==> src/rtl/speed_test_check_if.sv <==
// speed_test_check_if: tap bundle between a speed-test client and its checker.
//   Tap (driven by the environment, read by the checker):
//     nomangle - client mangle setting, 1 = odata should equal idata
//     idata    - byte stream presented to the client by RTEFI
//     raw_s    - RTEFI payload strobe
//     odata    - byte stream produced by the client
//   Results (driven by the checker):
//     pkt_count, bad_count, err_count, byte_count - saturating statistics
//     pkt_done, pkt_bad                          - end-of-packet strobe and verdict
//     first_off, first_xor, first_valid          - first-mismatch capture
interface speed_test_check_if #(
   parameter int cw = 16
);
   logic          nomangle;
   logic [7:0]    idata;
   logic          raw_s;
   logic [7:0]    odata;
   logic [cw-1:0] pkt_count;
   logic [cw-1:0] bad_count;
   logic [cw-1:0] err_count;
   logic [2*cw-1:0] byte_count;
   logic          pkt_done;
   logic          pkt_bad;
   logic [7:0]    first_off;
   logic [7:0]    first_xor;
   logic          first_valid;

   modport master (
      output nomangle, idata, raw_s, odata,
      input  pkt_count, bad_count, err_count, byte_count,
             pkt_done, pkt_bad, first_off, first_xor, first_valid
   );

   modport slave (
      input  nomangle, idata, raw_s, odata,
      output pkt_count, bad_count, err_count, byte_count,
             pkt_done, pkt_bad, first_off, first_xor, first_valid
   );
endinterface

==> src/rtl/speed_test_check_reg_delay.sv <==
// reg_delay: plain len-stage register delay line with synchronous clear.
//   clk   - clock
//   reset - synchronous active-high clear of every stage
//   din   - data in
//   dout  - din delayed by len cycles (len = 0 is a wire)
module reg_delay #(
   parameter int len = 1,
   parameter int dw  = 8
) (
   input  logic          clk,
   input  logic          reset,
   input  logic [dw-1:0] din,
   output logic [dw-1:0] dout
);
   generate
      if (len == 0) begin : g_pass
         assign dout = din;
      end else begin : g_sr
         logic [dw-1:0] sr [len];

         always_ff @(posedge clk) begin
            if (reset) begin
               for (int i = 0; i < len; i++) sr[i] <= '0;
            end else begin
               sr[0] <= din;
               for (int i = 1; i < len; i++) sr[i] <= sr[i-1];
            end
         end

         assign dout = sr[len-1];
      end
   endgenerate
endmodule

==> src/rtl/speed_test_check.sv <==
// speed_test_check: checks a speed-test client's output stream on-chip.
//   Rebuilds the expected (optionally offset-mangled) byte for every payload
//   byte, lines it up with the client's n_lat-cycle latency, compares, and
//   keeps saturating packet/byte/error statistics plus a first-error capture.
//   clk   - system clock
//   reset - synchronous active-high reset
//   bus   - slave side of speed_test_check_if (tap inputs, result outputs)
module speed_test_check #(
   parameter int n_lat = 2,   // client latency, >= 1
   parameter int cw    = 16   // counter width; byte counter is 2*cw
) (
   input  logic               clk,
   input  logic               reset,
   speed_test_check_if.slave  bus
);
   localparam int OW = 8;     // offset counter width

   logic [OW-1:0] cnt, exp0, off0, exp_d, off_d;
   logic          raw0, en0, raw_d, en_d;
   logic          armed;

   // Stage 0: expected byte, strobe and offset for the byte at idata.
   // en0 carries "armed" alongside the data, so a packet that was already in
   // flight when reset released stays disabled all the way down the pipe.
   always_ff @(posedge clk) begin
      if (reset) begin
         cnt   <= '0;
         exp0  <= '0;
         off0  <= '0;
         raw0  <= 1'b0;
         en0   <= 1'b0;
         armed <= 1'b0;
      end else begin
         cnt   <= bus.raw_s ? cnt + 1'b1 : '0;
         exp0  <= bus.idata ^ (cnt & {OW{~bus.nomangle}});
         off0  <= cnt;
         raw0  <= bus.raw_s;
         en0   <= armed;
         armed <= armed | ~bus.raw_s;
      end
   end

   // Remaining n_lat-1 cycles of alignment with odata.
   generate
      if (n_lat == 1) begin : g_nodly
         assign {en_d, raw_d, exp_d} = {en0, raw0, exp0};
         assign off_d = off0;
      end else begin : g_dly
         reg_delay #(.len(n_lat-1), .dw(10)) u_dly_exp (
            .clk   (clk),
            .reset (reset),
            .din   ({en0, raw0, exp0}),
            .dout  ({en_d, raw_d, exp_d})
         );
         reg_delay #(.len(n_lat-1), .dw(OW)) u_dly_cnt (
            .clk   (clk),
            .reset (reset),
            .din   (off0),
            .dout  (off_d)
         );
      end
   endgenerate

   logic ce, ce_q, mism, fall, bad_flag;
   logic [cw-1:0]   pkt_count, bad_count, err_count;
   logic [2*cw-1:0] byte_count;
   logic            pkt_done, pkt_bad, first_valid;
   logic [OW-1:0]   first_off, first_xor;

   assign ce   = en_d & raw_d;
   assign mism = ce & (bus.odata != exp_d);
   assign fall = ce_q & ~raw_d;   // last compared byte was the previous cycle

   always_ff @(posedge clk) begin
      if (reset) begin
         ce_q        <= 1'b0;
         bad_flag    <= 1'b0;
         pkt_count   <= '0;
         bad_count   <= '0;
         err_count   <= '0;
         byte_count  <= '0;
         pkt_done    <= 1'b0;
         pkt_bad     <= 1'b0;
         first_valid <= 1'b0;
         first_off   <= '0;
         first_xor   <= '0;
      end else begin
         ce_q     <= ce;
         pkt_done <= fall;
         pkt_bad  <= fall & bad_flag;
         if (ce && byte_count != '1) byte_count <= byte_count + 1'b1;
         if (mism) begin
            bad_flag <= 1'b1;
            if (err_count != '1) err_count <= err_count + 1'b1;
            if (!first_valid) begin
               first_valid <= 1'b1;
               first_off   <= off_d;
               first_xor   <= bus.odata ^ exp_d;
            end
         end
         // fall and mism never coincide: ce is low on the falling cycle.
         if (fall) begin
            bad_flag <= 1'b0;
            if (pkt_count != '1) pkt_count <= pkt_count + 1'b1;
            if (bad_flag && bad_count != '1) bad_count <= bad_count + 1'b1;
         end
      end
   end

   assign bus.pkt_count   = pkt_count;
   assign bus.bad_count   = bad_count;
   assign bus.err_count   = err_count;
   assign bus.byte_count  = byte_count;
   assign bus.pkt_done    = pkt_done;
   assign bus.pkt_bad     = pkt_bad;
   assign bus.first_off   = first_off;
   assign bus.first_xor   = first_xor;
   assign bus.first_valid = first_valid;
endmodule

==> src/flat_wrapper.sv <==
// flat-port wrapper written by rule: the top's interface ports become plain ports
module speed_test_check_flat 
#(
   parameter int n_lat = 2,                          
   parameter int cw    = 16                                         
)
  (clk, reset, bus_nomangle, bus_idata, bus_raw_s, bus_odata, bus_pkt_count, bus_bad_count, bus_err_count, bus_byte_count, bus_pkt_done, bus_pkt_bad, bus_first_off, bus_first_xor, bus_first_valid);
  speed_test_check_if #(.cw(cw)) bus_i ();
  input  logic clk;
  input  logic reset;
  input wire logic [$bits(bus_i.nomangle)-1:0] bus_nomangle;
  input wire logic [$bits(bus_i.idata)-1:0] bus_idata;
  input wire logic [$bits(bus_i.raw_s)-1:0] bus_raw_s;
  input wire logic [$bits(bus_i.odata)-1:0] bus_odata;
  output wire logic [$bits(bus_i.pkt_count)-1:0] bus_pkt_count;
  output wire logic [$bits(bus_i.bad_count)-1:0] bus_bad_count;
  output wire logic [$bits(bus_i.err_count)-1:0] bus_err_count;
  output wire logic [$bits(bus_i.byte_count)-1:0] bus_byte_count;
  output wire logic [$bits(bus_i.pkt_done)-1:0] bus_pkt_done;
  output wire logic [$bits(bus_i.pkt_bad)-1:0] bus_pkt_bad;
  output wire logic [$bits(bus_i.first_off)-1:0] bus_first_off;
  output wire logic [$bits(bus_i.first_xor)-1:0] bus_first_xor;
  output wire logic [$bits(bus_i.first_valid)-1:0] bus_first_valid;
  assign bus_i.nomangle = bus_nomangle;
  assign bus_i.idata = bus_idata;
  assign bus_i.raw_s = bus_raw_s;
  assign bus_i.odata = bus_odata;
  assign bus_pkt_count = bus_i.pkt_count;
  assign bus_bad_count = bus_i.bad_count;
  assign bus_err_count = bus_i.err_count;
  assign bus_byte_count = bus_i.byte_count;
  assign bus_pkt_done = bus_i.pkt_done;
  assign bus_pkt_bad = bus_i.pkt_bad;
  assign bus_first_off = bus_i.first_off;
  assign bus_first_xor = bus_i.first_xor;
  assign bus_first_valid = bus_i.first_valid;
  speed_test_check #(.n_lat(n_lat), .cw(cw)) u_core (.clk(clk), .reset(reset), .bus(bus_i));
endmodule
==> config.mk <==
export PLATFORM = sky130hd
export DESIGN_NAME = speed_test_check_flat
export DESIGN_NICKNAME = d
export VERILOG_FILES = /design/src/rtl/speed_test_check_if.sv /design/src/rtl/speed_test_check_reg_delay.sv /design/src/rtl/speed_test_check.sv /design/src/flat_wrapper.sv
export SDC_FILE = /design/constraint.sdc
export NUM_CORES = 1
export LEC_CHECK = 0
export ABC_AREA = 1
export CORE_ASPECT_RATIO = 1.25
export CORE_MARGIN = 4
export CORE_UTILIZATION = 55
export CTS_CLUSTER_DIAMETER = 100
export CTS_CLUSTER_SIZE = 20
export DETAILED_ROUTE_END_ITERATION = 6
export PLACE_DENSITY = 0.82
export SLEW_MARGIN = 40
export SYNTH_ARGS = -nofsm -noshare
export SYNTH_HDL_FRONTEND = slang
export SYNTH_SLANG_ARGS = --single-unit
==> constraint.sdc <==
create_clock -name clk -period 3.01 [get_ports clk]
set_input_delay 0.7525 -clock clk [delete_from_list [all_inputs] [get_ports clk]]
set_output_delay 0.7525 -clock clk [all_outputs]
set_load 0.02 [all_outputs]
; Word level (Yosys, flattened, before mapping)
; Memory sizes are Yosys's and may differ from the RTL's. A register that Yosys moved wholly into a read port is not among the register bits.
; Cells that the tools add are included.
[classes]
add_sub_neg = 5
eq_ne = 5
muxes = 7
n_bitwise = 12
n_reduce_logical = 10
[op_table]
columns = cell, count
row1 = $add 16x1->16 const B, 3
row2 = $ne 16x16->1 const B, 3
row3 = $add 32x1->32 const B, 1
row4 = $ne 32x32->1 const B, 1
row5 = $xor 8x8->8, 2
row6 = $mux 10, 1
row7 = $reduce_or 10->1, 1
row8 = $add 8x1->8 const B, 1
row9 = $and 8x8->8, 1
row10 = $mux 8, 1
row11 = $ne 8x8->1, 1
row12 = $reduce_and 2->1, 4
row13 = $reduce_or 8->1, 1
row14 = $mux 1, 5
row15 = $and 1x1->1, 4
row16 = $not 1->1, 4
row17 = $reduce_or 2->1, 2
row18 = $logic_and 1x1->1, 2
row19 = $or 1x1->1, 1
[totals]
reg_bits = 120
mem_bits_rw = 18
inputBits = 20
output_inout_bits = 99
elab_cells = 57
memories = 2
[memory_table]
columns = memory, depth, word_bits, read_ports, rd_ports_with_merged_regs, write_ports, line
row1 = u_core.g_dly.u_dly_exp.g_sr.sr, 1, 10, 1, 0, 1, speed_test_check_reg_delay.sv:19  ; logic [dw-1:0] sr [len];
row2 = u_core.g_dly.u_dly_cnt.g_sr.sr, 1, 8, 1, 1, 1, speed_test_check_reg_delay.sv:19

; Logic depth before layout (Yosys ltp)
[depth]
word_depth = 3
depth_mapped = 12
ltp_nobuf = 12

; Cells and area by module
; A second synthesis with hierarchy kept.
[unflattened]
cells_unflattened = 1073
hier_area_um2 = 7125.6
[by_module_without_submodules]
columns = module, n_inst, cells_each, area_per_inst_um2, seq_area_each_um2
row1 = speed_test_check, 1, 1017, 6607.6, 2562.5
row2 = reg_delay (u_core.g_dly.u_dly_exp), 1, 31, 286.5, 200.2
row3 = reg_delay (u_core.g_dly.u_dly_cnt), 1, 25, 231.5, 160.2

; Worst setup path before layout
; Ideal clock, no wire load.
[synth_path]
path_type = input to register
startpoint = input bus_odata[5]
endpoint = register u_core.first_xor[4], in the netlist u_core.bus.first_xor[4]
setup_time_ns = 0.114
t_arrival_ns = 1.649
required_ns = 2.896
setup_slack_ns = 1.247
path_stages = 11
n_path_buf = 1
path_cell_list = inv_1 > nand2_1 > nand2_1 > nand2_1 > nor2_1 > nand2_1 > nand3_1 > buf_2 > nand2_1 > nand2_1 > nor2_1
[synth_via]
elab_chain_len = 3
[synth_lines]
columns = element, line
row1 = "start, declared", flat_wrapper.sv:14  ; input wire logic [$bits(bus_i.odata)-1:0] bus_odata;
row2 = $ne 8x8->1, speed_test_check.sv:71  ; assign mism = ce & (bus.odata != exp_d);
row3 = $and 1x1->1, speed_test_check.sv:71
row4 = $reduce_and 2->1 (no source line), n/a
row5 = "end signal, assigned", speed_test_check.sv:98  ; first_xor <= bus.odata ^ exp_d;
row6 = "end, declared", speed_test_check.sv:68  ; logic [OW-1:0] first_off, first_xor;
; No other way between the ends.
; A chain may end at the register's enable or synchronous reset.

; Worst setup path after layout
[layout_path]
startpoint = register u_core.byte_count[23], in the netlist u_core.bus.byte_count[23]
endpoint = output bus_byte_count[23]
[layout_rtl]
columns = element, line
row1 = "start, declared", speed_test_check.sv:66  ; logic [2*cw-1:0] byte_count;
row2 = "start signal, assigned", speed_test_check.sv:91  ; if (ce && byte_count != '1) byte_count <= byte_count + 1'b1;
row3 = "end, declared", flat_wrapper.sv:18  ; output wire logic [$bits(bus_i.byte_count)-1:0] bus_byte_count;
; No word-level cell between the ends.

==> impl_metrics.toml <==
[cells_and_area]
syn2layout_area_growth_pct = 26.6
num-fill-cells = 994
antenna_cells = 0
nNetsFinal = 1183
final_cell_mix = "nand2_1, nor2_1, dfxtp_1"
mostFrequentLayoutCell = "nand2_1"
fin_util_pct = 71.9
postLayoutCellArea_sq_mm = 0.00886
drive_gt1_share_pct = 6.24

[clocking]
path_clk_slew_ns = 0.06
cts_repair_resize_count = 0
clock_latency_ns = 0.42
cts_tree = "built"
cts_setup_buffers = 0
root_buffer = "clkbuf_16"
ctsHoldBuffers = 0
cts_buffers = 17
clockBufferDepth = 2
cts_sinks = 146
htree_levels = 4

[synth]
async_flop_share_pct = 0
synth_area_sq_mm = 0.00700
syn_inst = 1048
yosys_most_used_dff = "dfxtp_1"
synth_edf_count = 0
avgSynthCellArea_sq_um = 6.68
synth_nets = 1073
ys_types = 34
ys_ff_latch = 146
yosysSeqAreaShare_pct = 41.8
yosysWarnings = 0

[timing]
hold_ws_ns = 0.402
finalMaxSlewViolations = 0
fin_crit_ns = 2.32
slew_headroom_pct = 53.8
finalSetupViolCount = 0
finClkSkew_ns = 0.0106
tns_ns = 0
clock.fmax_mhz = 431
fin_crit_sh_pct = 77.1
worst_pin_slew_ns = 0.693
grt_setup_unrepaired = "false"
finalHoldViolations = 0

[floorplanning]
dieHeight_um = 134
pin_count = 119
initial_core_util_pct = 56.7
fp.dieW_um = 109
die-area_sq_mm = 0.0146
rows = 45
core_area_sq_mm = 0.0123

[global_route]
grt_usage_pct = 22.9
gr-total-overflow = 0
grt_max_degree = 66
antenna_found_initial = 0
grt_pass1_wl_mm = 27.3
grt_pass1_vias = 5993

[setup_path]
cp.depth = 1
slowest_stage = "clkdlybuf4s50_1"
reg2reg_slack_ns = 0.71
path_cells = "clkdlybuf4s50_1"
crit_buf_inv = 1
slowest_delay_ns = 0.67
cp-end-kind = "output port"
required_ns = 2.26
cp_max_fo = 6
critPathKind = "register to output port"
critPathTopFamily = "buffers and inverters"
cp-startpoint = "u_core.bus.byte_count[23]"
r2r_cells = 12
r2r-start = "u_core.bus.byte_count[1]"
crit_end = "bus_byte_count[23]"
r2r_end = "u_core.bus.byte_count[14]"
start_kind = "register"
arrival_ns = 1.57

[route]
wl_per_cell_um = 12.2
drc = 0
routed_wl_mm = 16.3
drt-initial-drc-count = 369
drtAntennaViolNets = 0
drt-pass1-iter-count = 6
viasPerCell = 5.09
num_vias = 6787

[hold_path]
hold_path.class = "register to register"

[power_and_ir_drop]
power.density_mw_per_mm2 = 476
p_comb_share_pct = 3.1
p_seq_share_pct = 46.5
p_leak_nw = 3.39
p_switching_uw = 935
p_int_mw = 3.28
netSwitchingFraction_pct = 22.2
clockPowerShare_pct = 50.4
peakVddDrop_uv = 342

[placement]
routabilityCongestion = 0.915
dpl-instance-area_sq_mm = 0.00826
dpl.hpwl_mm = 11.5
io_buffers = 118

[job]
cap_violations = 0

[run_status]
status = "complete, no violations"
[worst min path at each step]
| stage | start | end | cells after the start |
|---|---|---|---|
| finish | u_core.exp0[3] | u_core.g_dly.u_dly_exp.g_sr.sr[0][3] | 2 |
| global route | u_core.exp0[3] | u_core.g_dly.u_dly_exp.g_sr.sr[0][3] | 2 |
| CTS | u_core.exp0[5] | u_core.g_dly.u_dly_exp.g_sr.sr[0][5] | 2 |
| detailed placement | u_core.off0[3] | u_core.g_dly.u_dly_cnt.g_sr.sr[0][3] | 2 |
| global placement | u_core.exp0[5] | u_core.g_dly.u_dly_exp.g_sr.sr[0][5] | 2 |
| floorplan | u_core.off0[0] | u_core.g_dly.u_dly_cnt.g_sr.sr[0][0] | 2 |
[sequential cells by signal, summed over array words and instances (netlist names)]
name	cells
u_core.cnt	8
u_core.bus.first_valid	1
u_core.armed	1
u_core.bus.pkt_done	1
u_core.off0	8
u_core.bus.first_off	8
u_core.bus.first_xor	8
u_core.bus.byte_count	32
u_core.en0	1
u_core.raw0	1
u_core.g_dly.u_dly_exp.g_sr.sr	10
u_core.g_dly.u_dly_cnt.g_sr.sr	8
u_core.exp0	8
u_core.bus.pkt_count	16
u_core.bus.bad_count	16
u_core.bus.pkt_bad	1
u_core.ce_q	1
u_core.bus.err_count	16
u_core.bad_flag	1
[metal layers]
layer	track usage (%)	routed length (um)	vias to the layer above
met2	38.5	8180	156
met1	28.4	7060	3042
met4	7.93	327	0
met5	0	0	-
met3	5.73	728	27
li1	-	-	3562
[stage by stage]
stage               total power [mW]  cells  worst slack (ns)
finish                          4.22   1334             0.690
global route                    4.35   1334             0.458
CTS                             4.26   1334             0.692
detailed placement              2.13   1303             0.379
global placement                2.13   1303             0.415
floorplan                       2.08   1048              1.25
[cells in the mapped netlist (2+ instances only)]
cell type  number  area, sq um
nor3_1         19         95.1
nor4_1          2         12.5
inv_1         114          428
nand3_1        63          315
nand2_1       272         1020
buf_6           5         56.3
clkbuf_1       15         56.3
ha_1            5         62.6
nand2_2         4         25.0
and2_1          4         25.0
a21oi_2        10         87.6
nor3b_1         2         15.0
dfxtp_1       146         2920
buf_2          10         50.1
xnor2_1         5         43.8
xor2_1         11         96.3
nand3_2         5         50.1
nand3b_1        3         22.5
a31oi_1         3         18.8
nor2_4          2         22.5
buf_4           2         15.0
nor2_2          6         37.5
nand4_1        37          231
buf_1           2         7.51
a21oi_1        76          380
o21ai_0        16         80.1
inv_2           3         11.3
nor2_1        200          751
[cells by family after synthesis]
family / after synthesis / share of synthesized area [%]
xor+xnor: 16 / 2.00
compound gates: 106 / 8.21
flops: 146 / 41.8
simple gates: 623 / 38.1
buf+inv: 152 / 8.98
fa+ha+maj: 5 / 0.894
[layout make-up]
type / count / area, sq um / area share, %
clock buffers: 19 / 453 / 5.11
clock inverters: 12 / 149 / 1.68
inverters: 118 / 443 / 5.00
multi-input cells: 750 / 3450 / 38.9
flip-flops and latches: 146 / 2920 / 33.0
well taps: 164 / 205 / 2.32
repair buffers: 125 / 1240 / 14.0
[power groups by stage]
stage	logic, mW	clock network (mW)	registers, mW
after global placement	0.127	0	2.00
after detailed placement	0.131	0	2.00
final	0.131	2.13	1.96
after global routing	0.148	2.24	1.96
after floorplan	0.0792	0	2.00
after CTS	0.132	2.17	1.96
Note: power is estimated with default switching activity, not from simulation.
